[config.mk]
export PLATFORM = sky130hd
export DESIGN_NAME = keypad_scanner
export DESIGN_NICKNAME = d
export VERILOG_FILES = /design/src/rtl/keypad_scanner.sv
export SDC_FILE = /design/constraint.sdc
export NUM_CORES = 1
export LEC_CHECK = 0
export ABC_AREA = 0
export BUFFER_PORTS_ARGS = -buffer_cell sky130_fd_sc_hd__buf_2
export CORE_ASPECT_RATIO = 2
export CORE_MARGIN = 2
export CORE_UTILIZATION = 57
export DETAILED_ROUTE_END_ITERATION = 6
export GPL_ROUTABILITY_DRIVEN = 0
export HOLD_SLACK_MARGIN = 0.06
export PLACE_DENSITY = 0.76
export SLEW_MARGIN = 0
export SYNTH_ARGS = -nofsm -noshare
export SYNTH_HDL_FRONTEND = slang
export SYNTH_SLANG_ARGS = --single-unit
[constraint.sdc]
create_clock -name clk -period 4 [get_ports clk]
set_clock_uncertainty 0.1 [all_clocks]
set_input_delay 0.4 -clock clk [delete_from_list [all_inputs] [get_ports clk]]
set_output_delay 0.4 -clock clk [all_outputs]
set_load 0.1 [all_outputs]
[src/rtl/keypad_scanner.sv]
// -----------------------------------------------------------------------------
// keypad_scanner
//
// Matrix-keypad scanner. Drives one row low at a time and samples the
// active-low columns through a two-flop synchroniser. A candidate key is formed
// for every full scan frame, and the candidate is debounced across whole frames.
// Accepted presses and releases are reported as single-cycle pulses, together
// with a held binary key index.
//
// Optional feature: define KEYPAD_REPEAT_EN to enable auto-repeat of key_press
// while the same key stays held (REPEAT_DELAY frames first, then every
// REPEAT_RATE frames). When the macro is undefined, the REPEAT_* parameters are
// ignored.
//
// Ports:
//   clk          system clock (single domain)
//   rst          synchronous, active-high reset
//   row          active-low one-cold row strobe (registered)
//   col          active-low column inputs (asynchronous)
//   key_code     index row*COLS+col of the accepted key (held after release)
//   key_valid    high while a debounced key is held
//   key_press    one-cycle pulse on an accepted press (or auto-repeat)
//   key_release  one-cycle pulse on an accepted release
// -----------------------------------------------------------------------------
module keypad_scanner #(
    parameter int ROWS         = 4,
    parameter int COLS         = 4,
    parameter int SCAN_TICKS   = 12500,
    parameter int DB_FRAMES    = 10,
    parameter int REPEAT_DELAY = 500,
    parameter int REPEAT_RATE  = 100
) (
    input  logic                         clk,
    input  logic                         rst,
    output logic [ROWS-1:0]              row,
    input  logic [COLS-1:0]              col,
    output logic [$clog2(ROWS*COLS)-1:0] key_code,
    output logic                         key_valid,
    output logic                         key_press,
    output logic                         key_release
);

    localparam int CODE_W = $clog2(ROWS*COLS);
    localparam int TICK_W = $clog2(SCAN_TICKS);
    localparam int RIDX_W = $clog2(ROWS);
    localparam int CNT_W  = $clog2(DB_FRAMES + 1);

    // SWAP is the one-cycle gap between the release and press of a key change
    typedef enum logic [1:0] {IDLE, HELD, SWAP} state_t;

    logic [TICK_W-1:0] tick;
    logic [RIDX_W-1:0] row_idx;
    logic [COLS-1:0]   col_meta;
    logic [COLS-1:0]   col_sync;

    logic              acc_vld;
    logic [CODE_W-1:0] acc_code;
    logic              prev_vld;
    logic [CODE_W-1:0] prev_code;
    logic [CNT_W-1:0]  db_cnt;

    state_t            state;
    state_t            state_next;
    logic [CODE_W-1:0] pend_code;
    logic [CODE_W-1:0] pend_next;
    logic [CODE_W-1:0] code_next;
    logic              valid_next;
    logic              press_next;
    logic              release_next;

    logic              sample;
    logic              frame_end;
    logic              row_hit;
    logic [CODE_W-1:0] row_code;
    logic              cand_vld;
    logic [CODE_W-1:0] cand_code;
    logic              same_cand;
    logic [CNT_W-1:0]  cnt_next;
    logic              stable;
    logic              rep_fire;

    assign sample    = (tick == TICK_W'(SCAN_TICKS - 1));
    assign frame_end = sample && (row_idx == RIDX_W'(ROWS - 1));

    // Scan timing: row and row_idx move together so that row is registered.
    // NOTE: sequential state uses non-blocking assignments only, so every flop
    // samples the pre-edge values regardless of statement order.
    always_ff @(posedge clk) begin
        if (rst) begin
            tick    <= '0;
            row_idx <= '0;
            row     <= ~ROWS'(1);
        end else if (sample) begin
            tick    <= '0;
            row     <= {row[ROWS-2:0], row[ROWS-1]};
            row_idx <= (row_idx == RIDX_W'(ROWS - 1)) ? '0 : row_idx + RIDX_W'(1);
        end else begin
            tick <= tick + TICK_W'(1);
        end
    end

    // Lowest pressed column in the row currently driven. The loop runs downward,
    // so the lowest column index is the last one written.
    // NOTE: every always_comb output gets a default first; otherwise paths
    // that skip an assignment infer latches.
    always_comb begin
        row_hit  = 1'b0;
        row_code = '0;
        for (int c = COLS - 1; c >= 0; c--) begin
            if (!col_sync[c]) begin
                row_hit  = 1'b1;
                row_code = CODE_W'(int'(row_idx) * COLS + c);
            end
        end
    end

    // The frame candidate keeps the first hit of the frame. Rows are scanned in
    // ascending order, so the first hit is the lowest row-major index.
    assign cand_vld  = acc_vld | row_hit;
    assign cand_code = acc_vld ? acc_code : row_code;
    assign same_cand = (cand_vld == prev_vld) && (!cand_vld || (cand_code == prev_code));
    assign cnt_next  = !same_cand               ? CNT_W'(1) :
                       (db_cnt == CNT_W'(DB_FRAMES)) ? db_cnt : db_cnt + CNT_W'(1);
    // Fires once, on the frame where the run reaches DB_FRAMES. It does not
    // fire again while the counter stays saturated on the same candidate.
    assign stable    = frame_end && (cnt_next == CNT_W'(DB_FRAMES)) &&
                       !(same_cand && (db_cnt == CNT_W'(DB_FRAMES)));

    always_ff @(posedge clk) begin
        if (rst) begin
            col_meta  <= '1;
            col_sync  <= '1;
            acc_vld   <= 1'b0;
            acc_code  <= '0;
            prev_vld  <= 1'b0;
            prev_code <= '0;
            db_cnt    <= '0;
        end else begin
            col_meta <= col;
            col_sync <= col_meta;
            if (frame_end) begin
                acc_vld   <= 1'b0;
                prev_vld  <= cand_vld;
                prev_code <= cand_code;
                db_cnt    <= cnt_next;
            end else if (sample && row_hit && !acc_vld) begin
                acc_vld  <= 1'b1;
                acc_code <= row_code;
            end
        end
    end

`ifdef KEYPAD_REPEAT_EN
    localparam int REP_MAX = (REPEAT_DELAY > REPEAT_RATE) ? REPEAT_DELAY : REPEAT_RATE;
    localparam int REP_W   = $clog2(REP_MAX + 1);

    logic [REP_W-1:0] rep_cnt;
    logic             rep_armed;
    logic             holding_same;

    assign holding_same = (state == HELD) && cand_vld && (cand_code == key_code);
    // The first repeat waits REPEAT_DELAY frames after the press. Later repeats
    // wait REPEAT_RATE frames.
    assign rep_fire = frame_end && holding_same &&
                      ((rep_cnt + REP_W'(1)) ==
                       (rep_armed ? REP_W'(REPEAT_RATE) : REP_W'(REPEAT_DELAY)));

    always_ff @(posedge clk) begin
        if (rst || (state != HELD)) begin
            rep_cnt   <= '0;
            rep_armed <= 1'b0;
        end else if (frame_end) begin
            if (!holding_same) begin
                rep_cnt   <= '0;
                rep_armed <= 1'b0;
            end else if (rep_fire) begin
                rep_cnt   <= '0;
                rep_armed <= 1'b1;
            end else begin
                rep_cnt <= rep_cnt + REP_W'(1);
            end
        end
    end
`else
    assign rep_fire = 1'b0;
`endif

    // Next-state and next-output logic. All outputs are registered, so the
    // pulses appear in the cycle after the closing sample of a frame.
    always_comb begin
        state_next   = state;
        code_next    = key_code;
        valid_next   = key_valid;
        press_next   = 1'b0;
        release_next = 1'b0;
        pend_next    = pend_code;
        case (state)
            IDLE: begin
                if (stable && cand_vld) begin
                    code_next  = cand_code;
                    valid_next = 1'b1;
                    press_next = 1'b1;
                    state_next = HELD;
                end
            end
            HELD: begin
                if (stable && !cand_vld) begin
                    release_next = 1'b1;
                    valid_next   = 1'b0;
                    state_next   = IDLE;
                end else if (stable && (cand_code != key_code)) begin
                    release_next = 1'b1;
                    pend_next    = cand_code;
                    state_next   = SWAP;
                end else if (rep_fire) begin
                    press_next = 1'b1;
                end
            end
            SWAP: begin
                code_next  = pend_code;
                press_next = 1'b1;
                state_next = HELD;
            end
            default: state_next = IDLE;
        endcase
    end

    always_ff @(posedge clk) begin
        if (rst) begin
            state       <= IDLE;
            key_code    <= '0;
            key_valid   <= 1'b0;
            key_press   <= 1'b0;
            key_release <= 1'b0;
            pend_code   <= '0;
        end else begin
            state       <= state_next;
            key_code    <= code_next;
            key_valid   <= valid_next;
            key_press   <= press_next;
            key_release <= release_next;
            pend_code   <= pend_next;
        end
    end

endmodule
Word level (Yosys, flattened, before mapping)
Index checks and enable logic that the tools add are counted.

storage, ports and cells
  register bits = 55
  bits of input ports = 6
  output and inout bits = 11
  logic and storage cells = 88

cells by class
  $add $sub $neg = 6
  eq/ne operators = 12
  mux-type cells = 25
  bitwise operators = 4
  reduce and logical (&&, ||, !) cells = 25

operator list
  operator                 number
  $mux W4                  8
  $add A14 B1 Y14 const B  1
  $eq A14 B14 Y1 const B   1
  $logic_and A1 B1 Y1      10
  $mux W1                  9
  $add A4 B1 Y4 const B    2
  $add A4 B2 Y4 const B    2
  $eq A4 B4 Y1 const B     2
  $mux W2                  4
  $pmux W4 S2              1
  $pmux W2 S3              1
  $reduce_and A2 Y1        3
  $reduce_and A3 Y1        2
  $reduce_or A2 Y1         3
  $eq A2 B2 Y1 const B     2
  $eq A4 B4 Y1             1
  $ne A2 B2 Y1 const B     2
  $ne A4 B4 Y1             1
  $pmux W1 S2              2
  $reduce_bool A2 Y1       2
  $logic_not A1 Y1         3
  $ne A3 B3 Y1 const B     1
  $not A1 Y1               3
  $add A2 B1 Y2 const B    1
  5 further kinds          5

Logic depth before layout (Yosys ltp)
  depth in word-level cells = 17
  mapped depth = 9
  depth with buffers taken out = 8

Worst setup path before layout
Ideal clock, no wire load.

  kind = reg-to-reg
  from = reg tick[8]
  to = reg key_code[0]
  library setup time = 0.073 ns
  data arrival time = 2.734 ns
  data required time = 3.827 ns
  path slack = 1.093 ns
  stages on the path, launching flop included = 9
  buffers on the path = 2
  clock period less this slack = 2.907 ns
  path through = dfxtp_1 > or4_4 > or4_1 > buf_2 > nor4b_2 > or4b_1 > buf_2 > or3_1 > o211ai_2

between the ends
  cells in the longest elaborated chain, start to end = 7

ends and longest elaborated chain
  what                                line  RTL
  start, declared                     51    logic [TICK_W-1:0] tick;
  start signal, assigned              98    tick <= tick + TICK_W'(1);
  $eq A14 B14 Y1                      82    assign sample = (tick == TICK_W'(SCAN_TICKS - 1));
  $logic_and A1 B1 Y1                 83    assign frame_end = sample && (row_idx == RIDX_W'(ROWS - 1));
  $logic_and A1 B1 Y1 (2 in series)   126   assign stable = frame_end && (cnt_next == CNT_W'(DB_FRAMES)) &&
  $logic_and A1 B1 Y1                 199   if (stable && cand_vld) begin
  $ne A2 B2 Y1 (no source line)       --
  $reduce_and A2 Y1 (no source line)  --
  end signal, assigned                238   key_code <= code_next;
  end, declared                       37    output logic [$clog2(ROWS*COLS)-1:0] key_code,

No other way between the ends.
A chain may end at the register's enable or synchronous reset.

Final worst setup path
  from = reg tick[12]
  to = reg key_code[0]

Same word-level chain as after synthesis.

==> flow_summary_export.csv <==
group,metric,value,unit
logic_synthesis,syn_nets,308,
die,fp.dieW,51.4,µm
power,leakage,1.06,nW
logic_synthesis,yosysUniqueCellTypes,56,
logic_synthesis,yosysSeqAreaShare,0.431,
worst_setup_path,r2r_end,"key_code[0]",
routing,first_pass_iters,4,
global_routing,grt_first_pass_wirelength,9.00,mm
logic_synthesis,async_reset_ff_frac,0,
min_path,hold_depth,2,
sta,fin_ws,849,ps
worst_setup_path,cp_max_fo,9,
placement,dp.cells,357,
cells_and_area,drive_above_1_share,0.141,
worst_setup_path,critical_path_arrival,3290,ps
die,io_pins,17,
logic_synthesis,syn_avg_cell_area,8.58,µm²
power,p_per_area,327,nW/µm²
placement,port_buffers,16,
die,core_area,4340,µm²
logic_synthesis,synth_edf_count,0,
die,dieHeight,98.7,µm
global_routing,gr-total-overflow,0,
sta,slew_headroom,0.538,
cells_and_area,regMostFlops,"tick",
die,start_util,0.589,
cells_and_area,final_cell_mix,"dfxtp_1 (55), nand2_1 (39), nor2_1 (27), a21oi_1 (18), buf_2 (16)",
logic_synthesis,synthCells,298,
cts,clockRootBuffer,"clkbuf_8",
worst_setup_path,crit_path_start_kind,"flip-flop",
logic_synthesis,ys.flop_type,"dfxtp_1",
cells_and_area,mostFrequentLayoutCell,"dfxtp_1",
cells_and_area,largest_reg_flops,14,
cts,cts_sinks,55,
cts,cts_tree,"done",
placement,dp_hpwl,4.02,mm
cts,cts_setup_buffers,0,
status,outcome,"finished clean",
sta,finalCritPeriodShare,0.788,
routing,wl_per_cell,14.7,µm
logic_synthesis,synth-seq-cells,55,
power,irDropWorstVdd,0.000349,V
routing,drt_iter0_drc,41,
routing,drtAntennaViolNets,0,
min_path,holdPathEnd,"col_meta[1]",
die,die_area,5070,µm²
placement,post-place-ws,869,ps
routing,routed_wl,5.38,mm
global_routing,grt_max_degree,32,
logic_synthesis,netlist.area_leader.share,0.431,
cts,clock_latency,300,ps
cts,cts-hold-fix-buffers,0,
worst_setup_path,cp.required,4130,ps
cts,htreeDepth,2,
sta,fmax,317,MHz
run,cap_violations,0,
cts,cts_resized,0,
cts,cts.clk_slew.worst_paths,90,ps
global_routing,antenna_found_initial,0,
sta,hold_viol,0,
sta,tns,0,ps
die,rows,34,
sta,setup_viol,0,
cts,cts_buffers,5,
routing,vias,2126,
global_routing,first_global_vias,1984,
logic_synthesis,netlist_area,2560,µm²
cells_and_area,areaGrowthSynthToFinish,7.68,%
sta,slew_violations,0,
worst_setup_path,worstSetupPathType,"flip-flop to flip-flop",
min_path,hold_path_startpoint,"col[1]",
logic_synthesis,synthTopCellsByArea,"dfxtp_1 (43%), nand2_1 (5.7%), nor2_1 (4.0%)",
sta,worst_pin_slew,687,ps
cells_and_area,num_antenna_cells,0,
cells_and_area,nets,320,
sta,period_minus_slack,3150,ps
worst_setup_path,r2r_slack,850,ps
cells_and_area,final_cells,365,
worst_setup_path,rr_startpoint,"tick[12]",
cts,clk_path_buf_depth,2,
min_path,hp-class,"input pin to flip-flop",
logic_synthesis,synth_top_cell_by_area,"dfxtp_1",
worst_setup_path,ff2ff_path_depth,6,
global_routing,grt.total_usage,0.234,
worst_setup_path,end_kind,"flip-flop",
logic_synthesis,yosysWarnings,0,
sta,rsz0062_at_grt,"false",
routing,drc,0,
routing,vias_per_cell,5.82,
==> per-stage QoR <==
stage,utilization,hold WS (ps),area (µm²),total power [mW]
floorplan,-,289,2560,0.606
CTS,0.635,162,2750,0.910
global route,0.635,151,2750,0.935
global placement,0.616,291,2670,0.620
finish,0.635,167,2750,0.901
detailed placement,0.616,294,2670,0.621
==> synthesized netlist by cell type, types with 3 or more instances <==
cell and n:
nand4_1 8, or4_1 4, nand3_1 11, or2_2 8, a21oi_1 18, o21ai_0 10
dfxtp_1 55, and3_1 5, nand2b_1 3, a211oi_1 4, or3_1 4, nand2_1 39
nor2b_1 4, mux2i_1 7, nor2_1 27, inv_1 5, clkbuf_1 11, nand3b_1 3
nor4_1 3, xnor2_1 8, xor2_1 7, ha_1 4, nor3_1 6
==> logic make-up after synthesis <==
| kind of cell | synth area share |
|---|---|
| XOR/XNOR | 0.0514 |
| buffers and inverters | 0.0303 |
| adder cells (fa/ha/maj) | 0.0196 |
| AND/OR/NAND/NOR | 0.296 |
| multiplexers | 0.0362 |
| AO/OA/AOI/OAI | 0.136 |
| flip-flops | 0.431 |
==> report_power, final <==
group | internal (mW) | switching (mW) | leakage [nW]
combinational | 0.0175 | 0.0326 | 0.572
sequential | 0.553 | 0.00465 | 0.446
clock | 0.123 | 0.169 | 0.0422
==> metal layers <==
| layer | track usage | part of all wire |
|---|---|---|
| met2 | 0.429 | 0.57 |
| met4 | 0.111 | 0.025 |
| met5 | 0 | 0 |
| met1 | 0.243 | 0.39 |
| met3 | 0.0439 | 0.019 |
==> worst max-delay path, stage by stage (launching register included) <==
cell and delay [ps]:
dfxtp_1 370, or4bb_1 540, or4_1 640, nor4b_2 310
or4b_1 620, or3_1 420, o211ai_2 80
==> layout make-up <==
class | count | area, µm²
Multi-Input combinational cell | 223 | 1380
Clock buffer | 7 | 76.3
Fill cell | 410 | 1590
Inverter | 6 | 22.5
Clock inverter | 1 | 5.00
Timing Repair Buffer | 19 | 103
Tap cell | 54 | 67.6
Sequential cell | 55 | 1100
==> worst max-delay path by stage <==
stage               cells past startpoint  startpoint          end  slack, ps
floorplan                               8     tick[8]  key_code[0]       1090
global placement                        6    tick[12]  key_code[0]        970
detailed placement                      6    tick[12]  key_code[0]        870
CTS                                     6    tick[12]  key_code[0]        850
global route                            5    tick[12]  key_code[1]        630
finish                                  6    tick[12]  key_code[0]        850
(Power assumes the default switching activity.)
